===== src/rtl/pixel_pkg.sv =====
// rtl/pixel_pkg.sv - pixel types, framebuffer addressing and sink FSM states
package pixel_pkg;

  localparam int COLOR_W   = 8;
  localparam int DEPTH_W   = 16;
  localparam int COORD_W   = 10;
  localparam int FB_ADDR_W = 19;

  typedef logic [COLOR_W-1:0]   color_t;
  typedef logic [DEPTH_W-1:0]   depth_t;
  typedef logic [COORD_W-1:0]   coord_t;
  typedef logic [FB_ADDR_W-1:0] fb_addr_t;

  localparam depth_t DEPTH_FAR = '1;

  typedef struct packed {
    color_t red;
    color_t green;
    color_t blue;
    depth_t depth;
  } pixel_t;

  typedef struct packed {
    coord_t x;
    coord_t y;
    pixel_t pixel;
  } pixel_info_t;

  typedef enum logic [2:0] {S_IDLE, S_READ, S_TEST, S_DROP, S_CLEAR} sink_state_t;

  // Linear framebuffer address, evaluated at the 19-bit address width.
  function automatic fb_addr_t fb_index(input coord_t x, input coord_t y, input int width);
    return fb_addr_t'(y) * fb_addr_t'(width) + fb_addr_t'(x);
  endfunction

endpackage


===== src/rtl/rr_arbiter.sv =====
// rtl/rr_arbiter.sv - round-robin arbiter, search starts one past the last grant
module rr_arbiter #(
  parameter int N = 4
) (
  input  logic                 clock,
  input  logic                 reset,
  input  logic [N-1:0]         req,
  input  logic                 advance,
  output logic [N-1:0]         grant,
  output logic [$clog2(N)-1:0] grant_idx,
  output logic                 grant_valid
);
  localparam int IW = $clog2(N);

  logic [IW-1:0] ptr;
  logic [IW-1:0] idx;

  always_comb begin
    grant       = '0;
    grant_idx   = '0;
    grant_valid = 1'b0;
    idx         = '0;
    for (int i = 1; i <= N; i++) begin
      idx = IW'((int'(ptr) + i) % N);
      if (!grant_valid && req[idx]) begin
        grant_valid = 1'b1;
        grant_idx   = idx;
        grant[idx]  = 1'b1;
      end
    end
  end

  always_ff @(posedge clock) begin
    if (reset) begin
      ptr <= IW'(N - 1);
    end else if (advance && grant_valid) begin
      ptr <= grant_idx;
    end
  end

endmodule


===== src/rtl/pixel_sink.sv =====
// rtl/pixel_sink.sv - rasterizer pixel sink: arbitrate, depth-test, commit, frame clear
module pixel_sink
  import pixel_pkg::*;
#(
  parameter int N_PORTS   = 4,
  parameter int FB_WIDTH  = 640,
  parameter int FB_HEIGHT = 480
) (
  input  logic                        clock,
  input  logic                        reset,
  input  pixel_info_t [N_PORTS-1:0]   data_out,
  input  logic [N_PORTS-1:0]          data_write,
  output logic [N_PORTS-1:0]          output_written,
  input  logic                        clear_start,
  input  pixel_t                      clear_color,
  output logic                        clear_busy,
  output fb_addr_t                    fb_addr,
  output logic                        fb_rd_en,
  input  pixel_t                      fb_rd_data,
  output logic                        fb_we,
  output pixel_t                      fb_wr_data
);
  localparam int       IW       = $clog2(N_PORTS);
  localparam fb_addr_t CLR_LAST = fb_addr_t'(FB_WIDTH * FB_HEIGHT - 1);

  sink_state_t        state, state_n;
  logic [N_PORTS-1:0] armed, pending, grant;
  logic [IW-1:0]      grant_idx, cur_port;
  logic               grant_valid, advance, take_clear, clear_req, in_range;
  pixel_info_t        sel;
  pixel_t             cur_pix, clr_pix;
  fb_addr_t           pix_addr, clr_addr;
  logic               unused_bits;

  assign unused_bits = ^{clear_color.depth, fb_rd_data.red, fb_rd_data.green, fb_rd_data.blue};

  // A port re-arms only after it drops data_write, so a held request is not served twice.
  assign pending = data_write & armed;

  rr_arbiter #(.N(N_PORTS)) u_arb (
    .clock       (clock),
    .reset       (reset),
    .req         (pending),
    .advance     (advance),
    .grant       (grant),
    .grant_idx   (grant_idx),
    .grant_valid (grant_valid)
  );

  assign sel      = data_out[grant_idx];
  assign in_range = (int'(sel.x) < FB_WIDTH) && (int'(sel.y) < FB_HEIGHT);

  always_comb begin
    state_n    = state;
    advance    = 1'b0;
    take_clear = 1'b0;
    case (state)
      S_IDLE: begin
        if (clear_start || clear_req) begin
          take_clear = 1'b1;
          state_n    = S_CLEAR;
        end else if (grant_valid) begin
          advance = 1'b1;
          state_n = in_range ? S_READ : S_DROP;
        end
      end
      S_READ:         state_n = S_TEST;
      S_TEST, S_DROP: state_n = S_IDLE;
      S_CLEAR:        if (clr_addr == CLR_LAST) state_n = S_IDLE;
      default:        state_n = S_IDLE;
    endcase
  end

  always_comb begin
    fb_rd_en   = (state == S_READ);
    clear_busy = (state == S_CLEAR);
    fb_we      = 1'b0;
    fb_addr    = '0;
    fb_wr_data = cur_pix;
    case (state)
      S_READ: fb_addr = pix_addr;
      S_TEST: begin
        fb_addr = pix_addr;
        fb_we   = cur_pix.depth < fb_rd_data.depth;
      end
      S_CLEAR: begin
        fb_addr    = clr_addr;
        fb_we      = 1'b1;
        fb_wr_data = clr_pix;
      end
      default: ;
    endcase
  end

  always_ff @(posedge clock) begin
    if (reset) begin
      state          <= S_IDLE;
      output_written <= '1;
      armed          <= '1;
      clear_req      <= 1'b0;
      clr_addr       <= '0;
      clr_pix        <= '0;
      pix_addr       <= '0;
      cur_pix        <= '0;
      cur_port       <= '0;
    end else begin
      state <= state_n;
      armed <= (armed & ~(grant & {N_PORTS{advance}})) | ~data_write;

      // A clear requested mid-transaction waits here until the FSM is idle.
      if (take_clear)
        clear_req <= 1'b0;
      else if (clear_start && state != S_CLEAR)
        clear_req <= 1'b1;

      if (take_clear) begin
        clr_addr <= '0;
        clr_pix  <= '{red: clear_color.red, green: clear_color.green,
                      blue: clear_color.blue, depth: DEPTH_FAR};
      end else if (state == S_CLEAR) begin
        clr_addr <= clr_addr + 1'b1;
      end

      if (advance) begin
        cur_port                  <= grant_idx;
        cur_pix                   <= sel.pixel;
        pix_addr                  <= fb_index(sel.x, sel.y, FB_WIDTH);
        output_written[grant_idx] <= 1'b0;
      end
      if (state == S_TEST || state == S_DROP)
        output_written[cur_port] <= 1'b1;
    end
  end

endmodule


===== config.mk =====
export PLATFORM = sky130hd
export DESIGN_NAME = pixel_sink
export DESIGN_NICKNAME = d
export VERILOG_FILES = /design/src/rtl/pixel_pkg.sv /design/src/rtl/rr_arbiter.sv /design/src/rtl/pixel_sink.sv
export SDC_FILE = /design/constraint.sdc
export NUM_CORES = 1
export LEC_CHECK = 0
export CORE_MARGIN = 4
export CORE_UTILIZATION = 35
export DETAILED_ROUTE_END_ITERATION = 10
export DONT_BUFFER_PORTS = 1
export PLACE_DENSITY = 0.5
export SLEW_MARGIN = 25
export SYNTH_ARGS = -nofsm -noshare
export SYNTH_HDL_FRONTEND = slang
export SYNTH_SLANG_ARGS = --single-unit

===== constraint.sdc =====
create_clock -name clock -period 5.91 [get_ports clock]
set_clock_uncertainty 0.05 [all_clocks]
set_input_delay 1.182 -clock clock [delete_from_list [all_inputs] [get_ports clock]]
set_output_delay 1.182 -clock clock [all_outputs]
set_load 0.03 [all_outputs]

==> impl_metrics.tcl <==
set metrics [dict create \
    fin_ws_ns 0.733 \
    arrival_ns 5.46 \
    p_switching_mw 1.99 \
    start_util 0.356 \
    finalPower_mw 4.37 \
    power_density_nw_per_um2 478 \
    antenna_found_initial 0 \
    min_to "clr_pix[18]$_SDFFE_PP0P_" \
    cts_hold_buffers 0 \
    ant_nets 0 \
    power_frac_seq 0.239 \
    ir_drop_uv 171 \
    p_int_mw 2.38 \
    post_cts_resized 0 \
    min_path_type "flip-flop to flip-flop" \
    htreeDepth 4 \
    synth_enable_flop_cells 0 \
    status "finished, final reports clean" \
    max_cap_viol_count 0 \
    holdPathStages 2 \
    place.port_buffers 0 \
    yosys_warnings 0 \
    die_y_um 162 \
    pre_cts_slack_ns 0.266 \
    hold_slack_ns 0.403 \
    clk_latency_ns 0.41 \
    ys.flop_type "dfxtp_1" \
    die-area_um2 26400 \
    finalCritPeriodShare 0.876 \
    cts.path.max_buffers 2 \
    antennaDiodeCount 0 \
    r2r_setup_slack_ns 1.04 \
    critPathKind "primary input to flip-flop" \
    vias 8063 \
    wl_mm 28.3 \
    critPathLaunchType "primary input" \
    final_util 0.390 \
    setup_viol 0 \
    switching_share 0.455 \
    drc 0 \
    min_from "clr_pix[18]$_SDFFE_PP0P_" \
    rows 56 \
    cts_num_sinks 119 \
    fp.dieW_um 162 \
    vias_per_cell 5.35 \
    gr-total-overflow 0 \
    rr_worst_depth 20 \
    netlist_area_um2 8350 \
    wl_per_cell_um 18.8 \
    pin_count 393 \
    postLayoutCellArea_um2 9150 \
    final_cell_count_no_fill 1508 \
    grt_pass1_wl_mm 43.0 \
    rsz0062_at_grt "false" \
    period_minus_slack_ns 5.18 \
    tightest_slew_ns 0.943 \
    grt_usage 0.206 \
    nets 1545 \
    area_growth_pct 9.58 \
    dp_hpwl_mm 21.1 \
    combPwrFrac 0.530 \
    post-place-cells 1478 \
    cts_tree "done" \
    placed_cell_area_um2 8580 \
    grt_max_degree 101 \
    r2r_end "pix_addr[18]$_SDFFE_PP0P_" \
    cts_inserted_buffers 17 \
    root_buffer "clkbuf_16" \
    r2r-start "u_arb.ptr[0]$_SDFFE_PP1P_" \
    critical_path.max_fanout 26 \
    grt_pass1_vias 7707 \
    clk_pin_slew_worst_paths_ns 0.06 \
    drive_gt1_frac 0.0589 \
    ys_types 56 \
    synth.avg_cell_area_um2 6.81 \
    p_leak_nw 4.05 \
    gp_congestion 0.789 \
    tns_ns 0 \
    core_um2 23500 \
    syn_inst 1225 \
    yosysSeqAreaShare 0.285 \
    drt_iter0_drc 507 \
    drv_slew 0 \
    clkPwrFrac 0.231 \
    endpoint_kind "flip-flop" \
    post_cts_buffers 0 \
    ys_async_sr_fraction 0 \
    crit_required_ns 6.19 \
    syn_nets 1592 \
    slew-limit-headroom 0.371 \
    hold_violations 0 \
    dr.pass1.iters 4 \
    max_freq_ghz 0.193 \
    ys_ff_latch 119 \
]
[Yosys cell counts (all sizes together), types with 10 or more instances]
library cell  number  area [um^2]
nand3b            53          398
xnor2             13          114
a21o              24          180
o21ai            116          584
dfxtp            119         2380
mux2i             18          208
ha                38          475
a22o              23          201
nor3              10         50.1
inv               25         93.8
a21oi             53          265
buf               11         65.1
xor2              21          184
a211oi            11         82.6
and2              15         96.3
nand3             64          320
clkbuf            75          282
nand2            418         1570
nor2              39          154
[cells in the final DEF (no fill, tap or decap), types with 10 or more instances in the layout]
cell | netlist | final
clkbuf_16 | 0 | 17
a21oi_1 | 53 | 53
nand3_1 | 64 | 64
buf_4 | 0 | 20
nor3_1 | 10 | 10
nand3b_1 | 53 | 53
and2_1 | 14 | 14
ha_1 | 38 | 38
dfxtp_1 | 119 | 119
a211oi_1 | 11 | 11
a21o_1 | 24 | 24
o21ai_0 | 109 | 109
a22o_1 | 23 | 23
nor2_1 | 38 | 38
xnor2_1 | 13 | 13
nand2_1 | 418 | 416
inv_1 | 25 | 25
mux2i_1 | 13 | 13
xor2_1 | 21 | 21
[kinds of logic (layout without fill, tap and decap cells)]
logic type / Yosys count / count (layout) / synth area share
simple gates: 639 / 639 / 0.342
compound gates: 261 / 261 / 0.192
flops: 119 / 119 / 0.285
buf+inv: 112 / 76 / 0.0532
fa+ha+maj: 40 / 40 / 0.0618
xor+xnor: 34 / 34 / 0.0357
mux: 20 / 20 / 0.0303
[power by group through the flow]
stage          logic (mW)  registers (mW)  clock network, mW
2_1_floorplan        1.83            1.02                  0
6_report             2.32            1.05               1.01
4_1_cts              2.34            1.05               1.04
3_5_place_dp         2.33            1.06                  0
5_1_grt              2.61            1.06               1.07
3_3_place_gp         2.31            1.06                  0
[final cells by class]
class	count	area, um^2
timing repair buffer	20	150
sequential	119	2380
clock inverter	13	134
tap	319	399
fill	2611	14300
multi-input combinational	994	5560
inverter	26	97.6
clock buffer	17	425
[metal layers]
metal | wire (um) | GRT usage
met4 | 524 | 0.0581
met3 | 1660 | 0.0397
met2 | 12900 | 0.321
met5 | 0 | 0
met1 | 13200 | 0.292
[critical path, stage by stage]
cell and delay [ns]:
a221oi_1 0.40, nand3_1 0.16, o21a_1 0.19, o21ai_1 0.27, o31ai_4 0.11, buf_4 0.24, o21ai_0 0.42, inv_1 0.09
ha_1 0.31, ha_1 0.21, inv_1 0.08, fa_1 0.47, nor4b_1 0.43, nand4_1 0.17, nor2_1 0.14, nand2_1 0.08
xor2_1 0.16, xnor2_1 0.13, a211oi_1 0.21
[state kept, by name (all words and copies together), names as in the netlist]
name            count
cur_pix            40
clr_pix            25
clr_addr           19
pix_addr           19
armed               4
output_written      4
state               3
cur_port            2
u_arb.ptr           2
clear_req           1
[worst max path at each step]
stage                             start                        end  slack (ns)  depth (start not counted)
after floorplan           data_write[2]  pix_addr[18]$_SDFFE_PP0P_        0.39                         21
after global placement    data_write[2]  pix_addr[18]$_SDFFE_PP0P_        0.34                         20
after detailed placement  data_write[3]  pix_addr[18]$_SDFFE_PP0P_        0.27                         19
after CTS                 data_write[3]  pix_addr[18]$_SDFFE_PP0P_        0.70                         19
after global routing      data_write[2]  pix_addr[18]$_SDFFE_PP0P_        0.32                         21
final                     data_write[3]  pix_addr[18]$_SDFFE_PP0P_        0.73                         19
Power figures use the tool's default switching activity.
